**src/rtl/conv_16_pkg.sv**
```systemverilog
// conv_16_pkg: shared constants and the requantise helper for the conv_16 datapath.
//   Default widths for product, bias, accumulator and output words.
//   requantise(): round-half-up arithmetic right shift, saturation to a signed
//   out_w-bit range and optional ReLU. It also reports whether saturation clipped.
package conv_16_pkg;

  localparam int unsigned PROD_W = 24;
  localparam int unsigned BIAS_W = 16;
  localparam int unsigned ACC_W  = 32;
  localparam int unsigned OUT_W  = 16;

  typedef struct packed {
    logic signed [63:0] value;
    logic               sat;
  } requant_t;

  // The work is done at 64 bits so one function serves every layer width.
  function automatic requant_t requantise(input logic signed [63:0] sum,
                                          input int unsigned        shift,
                                          input int unsigned        out_w,
                                          input logic               relu);
    logic signed [63:0] r;
    logic signed [63:0] hi;
    logic signed [63:0] lo;
    requant_t           res;
    r  = (sum + (64'sd1 <<< (shift - 1))) >>> shift;
    hi = (64'sd1 <<< (out_w - 1)) - 64'sd1;
    lo = -(64'sd1 <<< (out_w - 1));
    res.sat = 1'b0;
    if (r > hi) begin
      r       = hi;
      res.sat = 1'b1;
    end else if (r < lo) begin
      r       = lo;
      res.sat = 1'b1;
    end
    // ReLU clipping is intentional and is not reported as saturation.
    if (relu && (r < 64'sd0)) r = '0;
    res.value = r;
    return res;
  endfunction

endpackage

```
**src/rtl/conv_16_requant.sv**
```systemverilog
// conv_16_requant: combinational path from a finished window sum to the output word.
//   sum  - signed accumulator value, bias already included
//   dout - rounded, saturated and optionally ReLU-clamped result
//   sat  - high when saturation clipped the result
module conv_16_requant
  import conv_16_pkg::*;
#(
  parameter int unsigned ACC_WIDTH = ACC_W,
  parameter int unsigned OUT_WIDTH = OUT_W,
  parameter int unsigned SHIFT     = 7,
  parameter int unsigned RELU_EN   = 1
) (
  input  logic signed [ACC_WIDTH-1:0] sum,
  output logic signed [OUT_WIDTH-1:0] dout,
  output logic                        sat
);

  requant_t rq;
  logic     unused_hi;

  always_comb begin
    rq   = requantise(64'(sum), SHIFT, OUT_WIDTH, RELU_EN != 0);
    dout = rq.value[OUT_WIDTH-1:0];
    sat  = rq.sat;
  end

  // Saturation guarantees the upper bits are a pure sign extension.
  assign unused_hi = ^rq.value[63:OUT_WIDTH];

endmodule

```
**src/rtl/conv_16_acc_requant.sv**
```systemverilog
// conv_16_acc_requant: accumulates KERNEL_LEN signed products per output pixel,
// adds a per-window bias and requantises to OUT_WIDTH bits.
//   ap_clk, ap_rst_n       - clock, async active-low reset
//   acc_clr                - synchronous abort of the partial window (wins over a product)
//   prod_din/bias_din      - product and bias (bias sampled with the first tap only)
//   prod_valid/prod_ready  - product handshake; only the final tap can stall
//   dout/dout_valid/ready  - registered result handshake
//   sat_flag               - sticky saturation indicator, cleared by reset or acc_clr
module conv_16_acc_requant
  import conv_16_pkg::*;
#(
  parameter int unsigned PROD_WIDTH = PROD_W,
  parameter int unsigned BIAS_WIDTH = BIAS_W,
  parameter int unsigned ACC_WIDTH  = ACC_W,
  parameter int unsigned OUT_WIDTH  = OUT_W,
  parameter int unsigned KERNEL_LEN = 9,
  parameter int unsigned SHIFT      = 7,
  parameter int unsigned RELU_EN    = 1
) (
  input  logic                         ap_clk,
  input  logic                         ap_rst_n,
  input  logic                         acc_clr,
  input  logic signed [PROD_WIDTH-1:0] prod_din,
  input  logic signed [BIAS_WIDTH-1:0] bias_din,
  input  logic                         prod_valid,
  output logic                         prod_ready,
  output logic signed [OUT_WIDTH-1:0]  dout,
  output logic                         dout_valid,
  input  logic                         dout_ready,
  output logic                         sat_flag
);

  localparam int unsigned      CntW    = (KERNEL_LEN > 1) ? $clog2(KERNEL_LEN) : 1;
  localparam logic [CntW-1:0]  LastCnt = CntW'(KERNEL_LEN - 1);

  logic [CntW-1:0]              cnt_q, cnt_d;
  logic signed [ACC_WIDTH-1:0]  acc_q, acc_d;
  logic signed [OUT_WIDTH-1:0]  dout_q, dout_d;
  logic                         dout_valid_q, dout_valid_d;
  logic                         sat_q, sat_d;

  logic                         first_tap, last_tap, accept, load;
  logic signed [ACC_WIDTH-1:0]  prod_ext, bias_ext, sum;
  logic signed [OUT_WIDTH-1:0]  rq_dout;
  logic                         rq_sat;

  assign first_tap = (cnt_q == '0);
  assign last_tap  = (cnt_q == LastCnt);

  // Only the final tap waits for room in the output register.
  assign prod_ready = !last_tap || !dout_valid_q || dout_ready;
  assign accept     = prod_valid && prod_ready && !acc_clr;
  assign load       = accept && last_tap;

  assign prod_ext = ACC_WIDTH'(prod_din);
  // Bias shares the output fixed-point format, so align it to the product scale.
  assign bias_ext = ACC_WIDTH'(bias_din) <<< SHIFT;
  assign sum      = acc_q + prod_ext;

  conv_16_requant #(
    .ACC_WIDTH (ACC_WIDTH),
    .OUT_WIDTH (OUT_WIDTH),
    .SHIFT     (SHIFT),
    .RELU_EN   (RELU_EN)
  ) u_requant (
    .sum  (sum),
    .dout (rq_dout),
    .sat  (rq_sat)
  );

  always_comb begin
    cnt_d = cnt_q;
    acc_d = acc_q;
    sat_d = sat_q;
    if (acc_clr) begin
      cnt_d = '0;
      acc_d = '0;
      sat_d = 1'b0;
    end else if (accept) begin
      if (last_tap) begin
        cnt_d = '0;
        sat_d = sat_q | rq_sat;
      end else begin
        cnt_d = cnt_q + 1'b1;
        acc_d = first_tap ? (bias_ext + prod_ext) : sum;
      end
    end
    dout_d       = load ? rq_dout : dout_q;
    // A drain and a load in the same cycle keeps the register full.
    dout_valid_d = load | (dout_valid_q & ~dout_ready);
  end

  always_ff @(posedge ap_clk or negedge ap_rst_n) begin
    if (!ap_rst_n) begin
      cnt_q        <= '0;
      acc_q        <= '0;
      dout_q       <= '0;
      dout_valid_q <= 1'b0;
      sat_q        <= 1'b0;
    end else begin
      cnt_q        <= cnt_d;
      acc_q        <= acc_d;
      dout_q       <= dout_d;
      dout_valid_q <= dout_valid_d;
      sat_q        <= sat_d;
    end
  end

  assign dout       = dout_q;
  assign dout_valid = dout_valid_q;
  assign sat_flag   = sat_q;

endmodule
```
**config.mk**
```make
export PLATFORM = sky130hd
export DESIGN_NAME = conv_16_acc_requant
export DESIGN_NICKNAME = d
export VERILOG_FILES = /design/src/rtl/conv_16_pkg.sv /design/src/rtl/conv_16_requant.sv /design/src/rtl/conv_16_acc_requant.sv
export SDC_FILE = /design/constraint.sdc
export NUM_CORES = 1
export LEC_CHECK = 0
export BUFFER_PORTS_ARGS = -buffer_cell sky130_fd_sc_hd__buf_2
export CAP_MARGIN = 15
export CORE_ASPECT_RATIO = 1.2
export CORE_MARGIN = 4
export CORE_UTILIZATION = 25
export CTS_BUF_LIST = sky130_fd_sc_hd__clkbuf_4
export DETAILED_ROUTE_END_ITERATION = 16
export SLEW_MARGIN = 5
export SYNTH_ARGS = -nofsm -noshare
export SYNTH_HDL_FRONTEND = slang
export SYNTH_SLANG_ARGS = --single-unit
export TNS_END_PERCENT = 5
```
**constraint.sdc**
```tcl
create_clock -name ap_clk -period 5.1 [get_ports ap_clk]
set_input_delay 0.51 -clock ap_clk [delete_from_list [all_inputs] [get_ports ap_clk]]
set_output_delay 0.51 -clock ap_clk [all_outputs]
set_load 0.01 [all_outputs]
```
# After elaboration in Yosys (flattened, before gate mapping)
# Index checks and enable logic that the tools add are counted.
[classes] add_sub_neg=4 magnitude_cmp=3 n_eq_ne=2 mux=15 n_bitwise=4 n_reduce_logical=13
[op_table] operator="32-bit 2-to-1 mux" count=4
[op_table] operator="64-bit 2-to-1 mux" count=2
[op_table] operator="64-bit by 1-bit less-than comparator with 1-bit output, second input constant" count=1
[op_table] operator="32-bit by 8-bit adder with 33-bit output, second input constant" count=1
[op_table] operator="32-bit by 24-bit adder with 32-bit output" count=1
[op_table] operator="26-bit by 16-bit > comparator with 1-bit output, second input constant" count=1
[op_table] operator="26-bit by 16-bit less-than comparator with 1-bit output, second input constant" count=1
[op_table] operator="23-bit by 24-bit adder with 25-bit output" count=1
[op_table] operator="16-bit 2-to-1 mux" count=1
[op_table] operator="4-bit 2-to-1 mux" count=3
[op_table] operator="1-bit 2-to-1 mux" count=5
[op_table] operator="4-bit by 1-bit adder with 4-bit output, second input constant" count=1
[op_table] operator="4-bit equality test, second input constant" count=1
[op_table] operator="4-bit zero test" count=1
[op_table] operator="2-bit AND reduction" count=2
[op_table] operator="2-bit nonzero test" count=2
[op_table] operator="1-bit logical AND" count=3
[op_table] operator="1-bit zero test" count=3
[op_table] operator="1-bit logical OR" count=2
[op_table] operator="2-bit != test, second input constant" count=1
[op_table] operator="1-bit bitwise OR" count=2
[op_table] operator="1-bit bitwise AND" count=1
[op_table] operator="1-bit inverter" count=1
[word_totals] register_bits=54 input_bits=45 out_inout_bits=19 elab_cells=46

# Depth between registers and ports, before layout
[depth] depth_word=9 ltp_mapped=23 ltp_nobuf=19

# Modules after synthesis
# A second synthesis with hierarchy kept.
[hier_totals] cells_unflattened=685 hier_area_um2=5850.6
[by_module_without_submodules] module="conv_16_acc_requant" instances=1 cells_per_inst=560 area_per_inst_um2=4937.2 seq_area_each_um2=1351.3
[by_module_without_submodules] module="conv_16_requant" instances=1 cells_per_inst=125 area_per_inst_um2=913.4 seq_area_each_um2=0.0

# Worst setup path after synthesis
# OpenSTA, ideal clock, no wires.
[synth_path] path_type="input port to flip-flop" start="in prod_din[0]" end="reg dout_q[10], in the netlist dout[10]" setup_time_ns=0.073 arrival_time_ns=5.308 t_required_ns=5.027 path_slack_ns=-0.281 stages=21 n_path_buf=4 path_cell_list="ha_1 -> fa_1 -> a211oi_2 -> nor3_2 -> o21a_1 -> o21a_1 -> or4_1 -> or3_1 -> clkbuf_1 -> or4_1 -> buf_2 -> buf_2 -> or3_1 -> a21oi_1 -> a2bb2oi_1 -> nand3_1 -> ha_1 -> nor2b_1 -> clkbuf_1 -> a21oi_1 -> a21oi_2"
[synth_between] elab_chain_cells=7 elab_cells_between_ends=8 classes_between="add/sub (2); order compare (3); mux (3)"
[synth_rtl] item="start: declaration" line_no="conv_16_acc_requant.sv:23" rtl="input logic signed [PROD_WIDTH-1:0] prod_din,"
[synth_rtl] item="32-bit by 24-bit adder with 32-bit output *" line_no="conv_16_acc_requant.sv:58" rtl="assign sum = acc_q + prod_ext;"
[synth_rtl] item="32-bit by 8-bit adder with 33-bit output *" line_no="conv_16_pkg.sv:26" rtl="r = (sum + (64'sd1 <<< (shift - 1))) >>> shift;"
[synth_rtl] item="26-bit by 16-bit less-than comparator with 1-bit output" line_no="conv_16_pkg.sv:33" rtl="end else if (r < lo) begin"
[synth_rtl] item="64-bit 2-to-1 mux" line_no="conv_16_pkg.sv:33"
[synth_rtl] item="64-bit 2-to-1 mux *" line_no="conv_16_pkg.sv:30" rtl="if (r > hi) begin"
[synth_rtl] item="64-bit by 1-bit less-than comparator with 1-bit output" line_no="conv_16_pkg.sv:38" rtl="if (relu && (r < 64'sd0)) r = '0;"
[synth_rtl] item="16-bit 2-to-1 mux *" line_no="conv_16_pkg.sv:38"
[synth_rtl] item="end signal: assignment" line_no="conv_16_acc_requant.sv:103" rtl="dout_q <= dout_d;"
[synth_rtl] item="end: declaration" line_no="conv_16_acc_requant.sv:38" rtl="logic signed [OUT_WIDTH-1:0] dout_q, dout_d;"
# Mark *: on every way between the ends. The rest lies on a longest branch, timed or not.
# A chain may end at the register's enable or synchronous reset.

# Worst setup path in the final report
[layout_path] start="reg acc_q[0]" end="reg dout_q[5], in the netlist dout[5]"
[layout_between] elab_chain_cells=7 elab_cells_between_ends=8 classes_between="add/sub (2); order compare (3); mux (3)"
[layout_rtl] item="start: declaration" line_no="conv_16_acc_requant.sv:37" rtl="logic signed [ACC_WIDTH-1:0] acc_q, acc_d;"
[layout_rtl] item="start signal: assignment" line_no="conv_16_acc_requant.sv:96" rtl="acc_q <= '0;"
[layout_rtl] item="start signal: assignment" line_no="conv_16_acc_requant.sv:102" rtl="acc_q <= acc_d;"
[layout_rtl] item="32-bit by 24-bit adder with 32-bit output *" line_no="conv_16_acc_requant.sv:58"
[layout_rtl] item="32-bit by 8-bit adder with 33-bit output *" line_no="conv_16_pkg.sv:26"
[layout_rtl] item="26-bit by 16-bit less-than comparator with 1-bit output" line_no="conv_16_pkg.sv:33"
[layout_rtl] item="64-bit 2-to-1 mux" line_no="conv_16_pkg.sv:33"
[layout_rtl] item="64-bit 2-to-1 mux *" line_no="conv_16_pkg.sv:30"
[layout_rtl] item="64-bit by 1-bit less-than comparator with 1-bit output" line_no="conv_16_pkg.sv:38"
[layout_rtl] item="16-bit 2-to-1 mux *" line_no="conv_16_pkg.sv:38"
# Marked as above.

==> reports/metrics.cfg <==
[sta]
setup_violations = 0
finalCritPeriodShare = 0.9317
rsz0062_at_grt = no
worst_pin_slew_ns = 0.9599
skew_ns = 0.01806
hold_viol = 0
fin_crit_ns = 4.752
maxSlewViolCount = 0
whs_ns = 0.2121
timing.fmax_ghz = 0.2105
slew_headroom = 0.3587

[die]
fp-row-count = 60
die_area_mm2 = 0.02547
io_pins = 64
core_area_mm2 = 0.02252
die_y_um = 174.0
initial_core_util = 0.2550
dieWidth_um = 146.4

[pwr]
comb_power_share = 0.598
power_density_mw_per_mm2 = 262.3
switchingPower_w = 0.0007905
ir_drop_uv = 95.54
power_w = 0.001751
intPower_w = 0.0009603
power.leakage_nw = 2.975
power_switching_share = 0.4515
clkPwrFrac = 0.123
seq_power_share = 0.279

[yosys]
synth_warnings = 0
synth-edff-count = 0
yosysTopAreaCellShare = 0.2353
async_flop_share = 1.000
synth_top_flop_cell = dfrtp_1
syn_avg_cell_area_um2 = 7.976
synth_cells = 720
synth.distinct_cells = 77
synth_fp_nets = 819
synth.area.top_cells = dfrtp_1, ha_1, a21oi_1, xnor2_1, nand2_1
seq_area_frac_synth = 0.2353
synthMostInstantiatedCell = a21oi_1
yosys.area.top_type = dfrtp_1
syn_area_mm2 = 0.005743
ys_seq_elements = 54
yosys-top-cells-count = a21oi_1, nand2_1, nor2_1

[cts]
path_clk_slew_ns = 0.16
insertion_delay_ns = 0.42
postCtsHoldBufs = 0
cts_num_sinks = 54
cts_tree = done
numCtsBuffers = 5
cts-root-buf = clkbuf_4
clock_path_buffers = 2
htree_levels = 2

[route]
vias_per_cell = 5.247
via_count = 5651
wire_per_inst_um = 16.66
drc = 0
dr.pass1.iters = 5
wl_um = 17940
drtAntennaViolNets = 0
drt_iter0_markers = 304

[final_layout]
drive_gt1_frac = 0.1942
diodes = 0
seqCellArea_mm2 = 0.001351
finalNonFillerCells = 1077
multi_input_comb_area_mm2 = 0.004227
fin_nets = 897
fillers = 2454
area_delta_synth_final_pct = 16.21

[placed_design]
dp_cells = 1070
place.port_buffers = 63
gp_congestion = 0.9420
dpl.hpwl_um = 14280

[worst_setup_path]
startpoint_type = flip-flop
slowest_stage = or4_4
cp-end-kind = flip-flop
max_stage_delay_ns = 0.47
crit_type = reg2reg
crit_required_ns = 5.41
critPathMaxFanout = 8
crit_arrival_ns = 5.06
path_cells = ha_1 -> fa_2 -> a211oi_2 -> nor3_2 -> or3b_1 -> mux2_1 -> o21a_1 -> or3_1 -> or4_4 -> nor3_1 -> xnor2_1 -> nor4_1 -> nand3_1 -> ha_4 -> nor2b_4 -> buf_4 -> a21oi_1 -> a21oi_2

[grt]
grt_overflow = 0
grt_pass1_wl_um = 28370
grt_pass1_vias = 5316
grt_use_total = 0.1366
grt_max_degree = 55
antenna_found_initial = 0

[status]
outcome = completed

[job]
cap_viol_max_count = 0

[hold_path]
hold_class = in2async

routing by layer:
metal | global-route usage | part of all wire | up-vias | routed length, µm
met5 | 0 | 0 | - | 0
met4 | 0.04431 | 0.027 | 0 | 490
met3 | 0.02295 | 0.050 | 30 | 904
met2 | 0.2344 | 0.48 | 147 | 8631
met1 | 0.1744 | 0.44 | 2660 | 7910
li1 | - | - | 2814 | -
worst paths after layout:
check	startpoint	end	slack [ns]	cells past startpoint
max	acc_q[0]	dout[5]	0.35	18
min	ap_rst_n	dout[10]	0.21	2
max reg2reg	acc_q[0]	dout[5]	0.35	18
min reg2reg	acc_q[0]	acc_q[0]	0.51	2
max in group asynchronous	ap_rst_n	cnt_q[0]	4.40	2
min in group ap_clk	dout_ready	dout_valid	0.25	2
registers in the layout, indices dropped and copies added, names as in the netlist:
| register | count |
|---|---|
| sat_flag | 1 |
| dout | 16 |
| acc_q | 32 |
| cnt_q | 4 |
| dout_valid | 1 |
through the flow:
step	TNS (ns)	utilization	instance area, µm²	setup WS [ns]
2_1_floorplan	0	-	5761	0.0007279
3_3_place_gp	0	0.2931	6600	0.03840
5_1_grt	0	0.2963	6674	0.02783
4_1_cts	0	0.2954	6653	0.1997
3_5_place_dp	-0.02232	0.2931	6600	-0.007863
6_report	0	0.2963	6674	0.3485
cells by family (layout without fill, tap and decap cells):
logic type / after synthesis / count (layout) / synth area share
compound gates: 243 / 243 / 0.2852
xor+xnor: 55 / 55 / 0.08388
fa+ha+maj: 54 / 54 / 0.1203
buf+inv: 50 / 128 / 0.03616
flops: 54 / 54 / 0.2353
mux: 14 / 14 / 0.02571
simple gates: 250 / 250 / 0.2135
power groups by stage:
stage | combinational [W] | sequential, W | clock [W]
6_report | 0.00105 | 0.000489 | 0.000215
5_1_grt | 0.00115 | 0.000495 | 0.000238
4_1_cts | 0.00104 | 0.000489 | 0.000226
3_5_place_dp | 0.00103 | 0.000497 | 0
3_3_place_gp | 0.00103 | 0.000497 | 0
2_1_floorplan | 0.000709 | 0.000493 | 0
cell type report:
cell class,count,area share
clock buffers,7,0.007874
inverters,15,0.008436
multi-input cells,616,0.6333
well taps,279,0.05231
flip-flops and latches,54,0.2025
repair buffers,106,0.09561
layout by cell type, fill, tap and decap left out, drive strengths merged, types with 4 or more instances in the layout:
master    n
xor2     22
or3       7
nor3     15
nor4      5
a21oi    87
nand2    75
o21ai    51
and3      6
a21o     13
clkbuf    7
nor2b     6
or4       7
nor2     64
or2       8
xnor2    33
a211oi    4
o221ai    4
nand3    17
dfrtp    54
nand4    13
and2      4
nand2b   10
o21a     11
inv      15
a31oi     7
o211ai   11
and4      6
buf     106
o21bai    6
mux2i    11
ha       52
a22o     11
o31ai     6
critical path: cells and delay by family (launching register included):
kind	cells	cell delay, ns
adder cells (fa/ha/maj)	3	0.91
XOR/XNOR	1	0.12
flip-flops	1	0.41
AO/OA/AOI/OAI	4	0.74
AND/OR/NAND/NOR	8	2.03
multiplexers	1	0.29
buffers and inverters	1	0.16
repair_timing:
item	CTS	global route
endpoints found under the setup margin	0	16
setup buffers	0	0
resized for setup	0	4
Note: power is estimated with default switching activity, not from simulation.
